$ cat config.mk
export PLATFORM = sky130hd
export DESIGN_NAME = ring_decoder
export DESIGN_NICKNAME = d
export VERILOG_FILES = /design/src/rtl/ring_decoder.sv
export SDC_FILE = /design/constraint.sdc
export NUM_CORES = 1
export LEC_CHECK = 0
export BUFFER_PORTS_ARGS = -buffer_cell sky130_fd_sc_hd__buf_2
export CORE_MARGIN = 3
export CORE_UTILIZATION = 55
export CTS_BUF_LIST = sky130_fd_sc_hd__clkbuf_4
export DETAILED_ROUTE_END_ITERATION = 10
export PLACE_DENSITY = 0.8
export SLEW_MARGIN = 20
export SYNTH_ARGS = -nofsm -noshare
export SYNTH_HDL_FRONTEND = slang
export SYNTH_SLANG_ARGS = --single-unit
$ cat constraint.sdc
create_clock -name clk -period 2.25 [get_ports clk]
set_input_delay 0.1125 -clock clk [delete_from_list [all_inputs] [get_ports clk]]
set_output_delay 0.1125 -clock clk [all_outputs]
set_load 0.03 [all_outputs]
$ cat src/rtl/ring_decoder.sv
// Receive-side checker for a rotating one-hot ring bus: decodes the set bit to a
// binary index, verifies legal codes and rotation order, locks on a run of good steps.
module ring_decoder #(
  parameter int WIDTH      = 4,
  parameter int DIR        = 0,
  parameter int LOCK_COUNT = 4,
  parameter int ERR_CNT_W  = 8
) (
  input  logic                     clk,
  input  logic                     rst_n,
  input  logic                     en,
  input  logic [WIDTH-1:0]         q_in,
  input  logic                     clr_err,
  output logic [$clog2(WIDTH)-1:0] idx,
  output logic                     idx_valid,
  output logic                     locked,
  output logic                     onehot_err,
  output logic                     seq_err,
  output logic [ERR_CNT_W-1:0]     err_count
);

  localparam int IDX_W = $clog2(WIDTH);
  localparam int MC_W  = $clog2(LOCK_COUNT + 1);

  typedef enum logic {
    UNLOCKED = 1'b0,
    LOCKED   = 1'b1
  } state_t;

  state_t state_q, state_d;

  logic [MC_W-1:0]      match_cnt, match_cnt_d;
  logic                 have_prev, have_prev_d;
  logic [IDX_W-1:0]     idx_d;
  logic                 idx_valid_d;
  logic                 onehot_err_d;
  logic                 seq_err_d;
  logic                 err_event;
  logic [ERR_CNT_W-1:0] err_base;
  logic [ERR_CNT_W-1:0] err_count_d;

  logic                 is_onehot;
  logic [IDX_W-1:0]     pos;
  logic [IDX_W-1:0]     exp_idx;
  logic                 step_ok;

  // Sample decode. Clearing the lowest set bit leaves zero only for a single-bit code.
  // NOTE: every variable assigned in always_comb gets a default first, so no path can
  // leave it unassigned and infer a latch.
  always_comb begin
    is_onehot = (q_in != '0) && ((q_in & (q_in - WIDTH'(1))) == '0);
    pos       = '0;
    for (int i = 0; i < WIDTH; i++) begin
      if (q_in[i]) pos = pos | IDX_W'(i);
    end
  end

  // The last accepted index is always the previous legal sample: an illegal sample
  // leaves idx untouched but clears have_prev, so a stale idx is never trusted.
  always_comb begin
    exp_idx = '0;
    if (DIR == 0) begin
      exp_idx = (idx == IDX_W'(WIDTH - 1)) ? '0 : idx + IDX_W'(1);
    end else begin
      exp_idx = (idx == '0) ? IDX_W'(WIDTH - 1) : idx - IDX_W'(1);
    end
    step_ok = have_prev && (pos == exp_idx);
  end

  always_comb begin
    idx_d        = idx;
    idx_valid_d  = idx_valid;
    onehot_err_d = 1'b0;
    seq_err_d    = 1'b0;
    match_cnt_d  = match_cnt;
    have_prev_d  = have_prev;
    err_event    = 1'b0;

    if (en) begin
      if (!is_onehot) begin
        onehot_err_d = 1'b1;
        idx_valid_d  = 1'b0;
        match_cnt_d  = '0;
        have_prev_d  = 1'b0;
        err_event    = 1'b1;
      end else begin
        idx_d       = pos;
        idx_valid_d = 1'b1;
        have_prev_d = 1'b1;
        if (state_q == UNLOCKED) begin
          match_cnt_d = step_ok ? match_cnt + MC_W'(1) : '0;
        end else if (!step_ok) begin
          seq_err_d   = 1'b1;
          match_cnt_d = '0;
          err_event   = 1'b1;
        end
      end
    end
  end

  // Clear takes effect first, so a clear coinciding with an error leaves a count of one.
  always_comb begin
    err_base    = clr_err ? '0 : err_count;
    err_count_d = err_base;
    if (err_event && (err_base != '1)) begin
      err_count_d = err_base + ERR_CNT_W'(1);
    end
  end

  // FSM next state: lock when the good-step run reaches LOCK_COUNT, drop on any error.
  always_comb begin
    state_d = state_q;
    if (en) begin
      if (!is_onehot) begin
        state_d = UNLOCKED;
      end else if (state_q == UNLOCKED) begin
        if (match_cnt_d == MC_W'(LOCK_COUNT)) state_d = LOCKED;
      end else if (!step_ok) begin
        state_d = UNLOCKED;
      end
    end
  end

  // FSM output decode.
  always_comb begin
    locked = (state_q == LOCKED);
  end

  // NOTE: sequential state uses non-blocking assignments so every register samples
  // the pre-edge values regardless of statement order.
  always_ff @(posedge clk or negedge rst_n) begin
    if (!rst_n) begin
      state_q    <= UNLOCKED;
      match_cnt  <= '0;
      have_prev  <= 1'b0;
      idx        <= '0;
      idx_valid  <= 1'b0;
      onehot_err <= 1'b0;
      seq_err    <= 1'b0;
      err_count  <= '0;
    end else begin
      state_q    <= state_d;
      match_cnt  <= match_cnt_d;
      have_prev  <= have_prev_d;
      idx        <= idx_d;
      idx_valid  <= idx_valid_d;
      onehot_err <= onehot_err_d;
      seq_err    <= seq_err_d;
      err_count  <= err_count_d;
    end
  end

  // Structural invariants: the two error pulses are exclusive, and a lock implies the
  // most recent sample was legal.
  a_pulse_excl : assert property (@(posedge clk) disable iff (!rst_n) !(onehot_err && seq_err));
  a_lock_valid : assert property (@(posedge clk) disable iff (!rst_n) locked |-> idx_valid);

endmodule

# After elaboration in Yosys (flattened, before gate mapping)
# Index checks and enable logic that the tools add are counted.
dict set report classes {
  n_reduce_logical 6
  n_bitwise 1
  div 0
  n_shift 0
  addsub 4
  mux 24
  multipliers 0
  n_lt_le_gt_ge 0
  eq_ne 4
}
# cell n
set ops {}
lappend ops {{two-way mux 8 bit} 2}
lappend ops {{two-way mux 3 bit} 5}
lappend ops {{two-way mux 1 bit} 14}
lappend ops {{adder 8 x 1 -> 8 bit, second input constant} 1}
lappend ops {{!= test 8 bit, second input constant} 1}
lappend ops {{two-way mux 2 bit} 3}
lappend ops {{AND 4 bit} 1}
lappend ops {{zero test 4 bit} 1}
lappend ops {{nonzero test 4 bit} 1}
lappend ops {{subtractor 4 x 1 -> 4 bit, second input constant} 1}
lappend ops {{adder 3 x 1 -> 3 bit, second input constant} 1}
lappend ops {{equality test 3 bit, second input constant} 1}
lappend ops {{logical AND 1 bit} 3}
lappend ops {{adder 2 x 1 -> 2 bit, second input constant} 1}
lappend ops {{equality test 2 bit} 1}
lappend ops {{equality test 2 bit, second input constant} 1}
lappend ops {{AND reduction 2 bit} 1}
dict set report totals {
  memories 0
  output_inout_bits 14
  in_bits 8
  reg_bits 17
  word_cells 46
  latchBits 0
  mem_bits_ro 0
  ramBits 0
}

# Logic depth before layout (Yosys ltp)
dict set report logic_depth {
  ltp_word 13
  ltp_mapped 8
  depth_no_buf 7
}

# Least setup slack after synthesis
# OpenSTA, ideal clock, no wires.
dict set report synth_timing {
  path_type {register to register}
  start {reg idx[0]}
  end {reg err_count[1]}
  path_slack_ns 0.221
  stages_incl_launch_ff 7
  t_arrival_ns 1.903
  path_cell_list {dfrtp_1 > ha_1 > xor2_1 > o32ai_1 > a31o_2 > a21boi_2 > mux2_4}
}
dict set report synth_between {
  elab_chain_len 10
  word_cells_on_any_way 11
  cone_classes {add/sub (1); eq/ne (2); mux (6); reduce/logical (2)}
}
# item line
set synth_lines {}
lappend synth_lines {{from (decl)} 14} ;# output logic [$clog2(WIDTH)-1:0] idx,
lappend synth_lines {{from (signal assigned)} 145} ;# idx <= idx_d;
lappend synth_lines {{adder 2 x 1 -> 2 bit or equality test 2 bit (tied branches)} 63} ;# exp_idx = (idx == IDX_W'(WIDTH - 1)) ? '0 : idx + IDX_W'(1);
lappend synth_lines {{two-way mux 2 bit (*)} 63}
lappend synth_lines {{equality test 2 bit (*)} 67} ;# step_ok = have_prev && (pos == exp_idx);
lappend synth_lines {{logical AND 1 bit (*)} 67}
lappend synth_lines {{two-way mux 1 bit (*)} 92} ;# end else if (!step_ok) begin
lappend synth_lines {{two-way mux 1 bit (*)} 90} ;# if (state_q == UNLOCKED) begin
lappend synth_lines {{two-way mux 1 bit (*)} 80} ;# if (!is_onehot) begin
lappend synth_lines {{two-way mux 1 bit (*)} 79} ;# if (en) begin
lappend synth_lines {{logical AND 1 bit (*)} 105} ;# if (err_event && (err_base != '1)) begin
lappend synth_lines {{two-way mux 8 bit (*)} 105}
lappend synth_lines {{net err_count_d[1]} 40} ;# logic [ERR_CNT_W-1:0] err_count_d;
lappend synth_lines {{to (signal assigned)} 149} ;# err_count <= err_count_d;
lappend synth_lines {{to (decl)} 19} ;# output logic [ERR_CNT_W-1:0] err_count
# The timed path passes the listed nets; every way through them passes the cells marked *.
# A chain may end at the register's enable or synchronous reset.

# Worst setup path after layout
dict set report layout_timing {
  start {reg idx[0]}
  end {reg err_count[3]}
}
# The elaborated chain is that of the path after synthesis.

==> results_dict.tcl <==
set metrics [dict create \
    cts_tree "done" \
    maxCapViolCount 0 \
    drt-pass1-iter-count 4 \
    r2r-end "err_count[3]" \
    rrSetupSlack_ps 230 \
    tightest_slew_ps 382 \
    wire_per_inst_um 13.3 \
    place_area_um2 1170 \
    die_h_um 49.5 \
    ff_latch_area_um2 425 \
    setup_tns_ps 0 \
    utilization 0.687 \
    antenna_left 0 \
    grt_max_degree 18 \
    fp.dieW_um 49.5 \
    yosysSeqAreaShare 0.409 \
    final_cell_area_um2 1210 \
    p_leak_nw 0.588 \
    rsz0062_at_grt "false" \
    htree_levels 1 \
    drv_slew 0 \
    avgSynthCellArea_um2 9.91 \
    clk_pin_slew_worst_paths_ps 100 \
    n_antenna_cell 0 \
    clock_sinks 17 \
    yosys_warnings 0 \
    critPathMaxFanout 8 \
    drtIter0Drc 14 \
    start_util 0.590 \
    drc 0 \
    arrival_ps 2190 \
    regToRegStartpoint "idx[0]" \
    vias_per_cell 5.41 \
    final_cell_mix "buf_2 (21), dfrtp_1 (17), nor2_1 (12), nand2_1 (10), inv_1 (7)" \
    area_growth_pct 16.3 \
    fin_worst_skew_ps 0.666 \
    hold_class "in -> reg" \
    clock_latency_ps 280 \
    fmax_mhz 496 \
    gp_congestion 0.813 \
    cts_buffer_depth 2 \
    multi_input_area_um2 586 \
    synth.net_count 116 \
    ctsResizeCount 0 \
    core_um2 1760 \
    num-nets-final 142 \
    synth_cell_types 31 \
    min_delay_worst_endpoint "idx_valid" \
    syn_inst 105 \
    grt_pass1_wl_um 3680 \
    post-cts-setup-buffer-count 0 \
    io_pins 22 \
    cts_root_buffer "clkbuf_4" \
    period_needed_ps 2020 \
    hold_depth 3 \
    vias 838 \
    finalHoldViolations 0 \
    synth-seq-cells 17 \
    rr_worst_depth 6 \
    cts_made_buffers 3 \
    whs_ps 160 \
    relSlewSlack 0.746 \
    post-dp-hpwl_um 1570 \
    ir_worst_vdd_uv 355 \
    io_buffers 21 \
    mostFrequentLayoutCell "buf_2" \
    period_share 0.897 \
    drive_gt1_frac 0.285 \
    hold_path_startpoint "en" \
    total_power_w 0.000675 \
    antenna_found_initial 0 \
    cp-start-kind "flip-flop" \
    crit_required_ps 2420 \
    syn-cell-area_um2 1040 \
    grt_overflow 0 \
    num_rows 15 \
    status "completed" \
    routed_wl_um 2060 \
    critPathLaunch "idx[0]" \
    die-area_um2 2450 \
    grt_pass1_vias 854 \
    power_density_nw_per_um2 558 \
    n_fill_cell 163 \
    grtUsageTotal 0.191 \
    cp-end-kind "flip-flop" \
    crit_type "reg -> reg" \
    setup_violations 0 \
]
==> layout make-up <==
| cell class | instances | area share |
|---|---|---|
| Inverter | 7 | 0.0217 |
| Clock inverter | 1 | 0.00413 |
| Sequential cell | 17 | 0.351 |
| Clock buffer | 3 | 0.0186 |
| Multi-Input combinational cell | 80 | 0.483 |
| Timing Repair Buffer | 22 | 0.0950 |
| Tap cell | 25 | 0.0258 |
==> per-stage QoR <==
step | cells | worst slack (ps)
after floorplan | 105 | 221
after global placement | 150 | 340
after detailed placement | 150 | 248
after CTS | 155 | 235
after global routing | 155 | 110
final | 155 | 232
==> flip-flops by register name, indices dropped and copies added (netlist names) <==
name	count
err_count	8
match_cnt	3
idx	2
idx_valid	1
locked	1
onehot_err	1
seq_err	1
==> how the worst max path moves through the flow <==
stage / end / depth (start not counted) / slack (ps)
after floorplan: err_count[1] / 6 / 220
after global placement: err_count[1] / 6 / 340
after detailed placement: err_count[3] / 6 / 250
after CTS: err_count[3] / 6 / 240
after global routing: err_count[3] / 6 / 110
final: err_count[3] / 6 / 230
==> routing by layer <==
layer  vias to the layer above  GRT usage  routed length (µm)
met5                         -          0                   0
met2                        20      0.328                 997
met3                         4     0.0393                  95
met4                         0     0.0737                  25
met1                       396      0.236                 936
li1                        418          -                   -
==> critical path: stages, from the launching register on <==
cell,delay (ps)
dfrtp_1,430
ha_1,330
nand2_1,60
o32ai_1,320
a31o_2,330
a21oi_1,100
mux2_1,330
==> cells by family after synthesis <==
group           count (synthesis)  share of synthesized area
compound gates                 17                      0.149
xor+xnor                        7                     0.0589
buf+inv                         8                     0.0288
fa+ha+maj                       3                     0.0361
simple gates                   44                      0.215
mux                             9                      0.103
flops                          17                      0.409
==> cell usage after synthesis <==
master / instances / area (µm²)
inv_1: 7 / 26.3
xor2_1: 3 / 26.3
o2111a_1: 1 / 11.3
clkbuf_1: 1 / 3.75
o22ai_2: 1 / 12.5
dfrtp_1: 17 / 425
o211ai_4: 1 / 21.3
mux2_4: 2 / 30.0
mux2i_1: 3 / 30.0
mux2_1: 2 / 22.5
nand3_1: 5 / 25.0
o21ai_2: 1 / 8.76
ha_1: 3 / 37.5
mux2_2: 1 / 11.3
and4b_1: 2 / 20.0
xnor2_1: 4 / 35.0
nand3b_1: 1 / 7.51
nor2b_1: 5 / 31.3
nand4_1: 2 / 12.5
nand2b_1: 4 / 25.0
a21boi_2: 1 / 11.3
nand2_1: 10 / 37.5
a21oi_1: 5 / 25.0
a211oi_2: 1 / 12.5
and3_1: 2 / 12.5
o32ai_1: 1 / 8.76
nor2_1: 12 / 45.0
a22o_1: 2 / 17.5
a31o_2: 3 / 26.3
mux2i_2: 1 / 13.8
nor3b_1: 1 / 7.51
==> what timing repair did <==
item,CTS,global route
hold buffers,1,0
hold endpoints to repair,17,0
endpoints found under the setup margin,0,0
==> power by group <==
| part | leakage, nW | switching [W] | internal [W] |
|---|---|---|---|
| Sequential | 0.224 | 0.0000215 | 0.000324 |
| Clock | 0.0177 | 0.0000928 | 0.0000660 |
| Combinational | 0.347 | 0.000109 | 0.0000623 |
| Total | 0.588 | 0.000224 | 0.000452 |
Note: power is estimated with default switching activity, not from simulation.
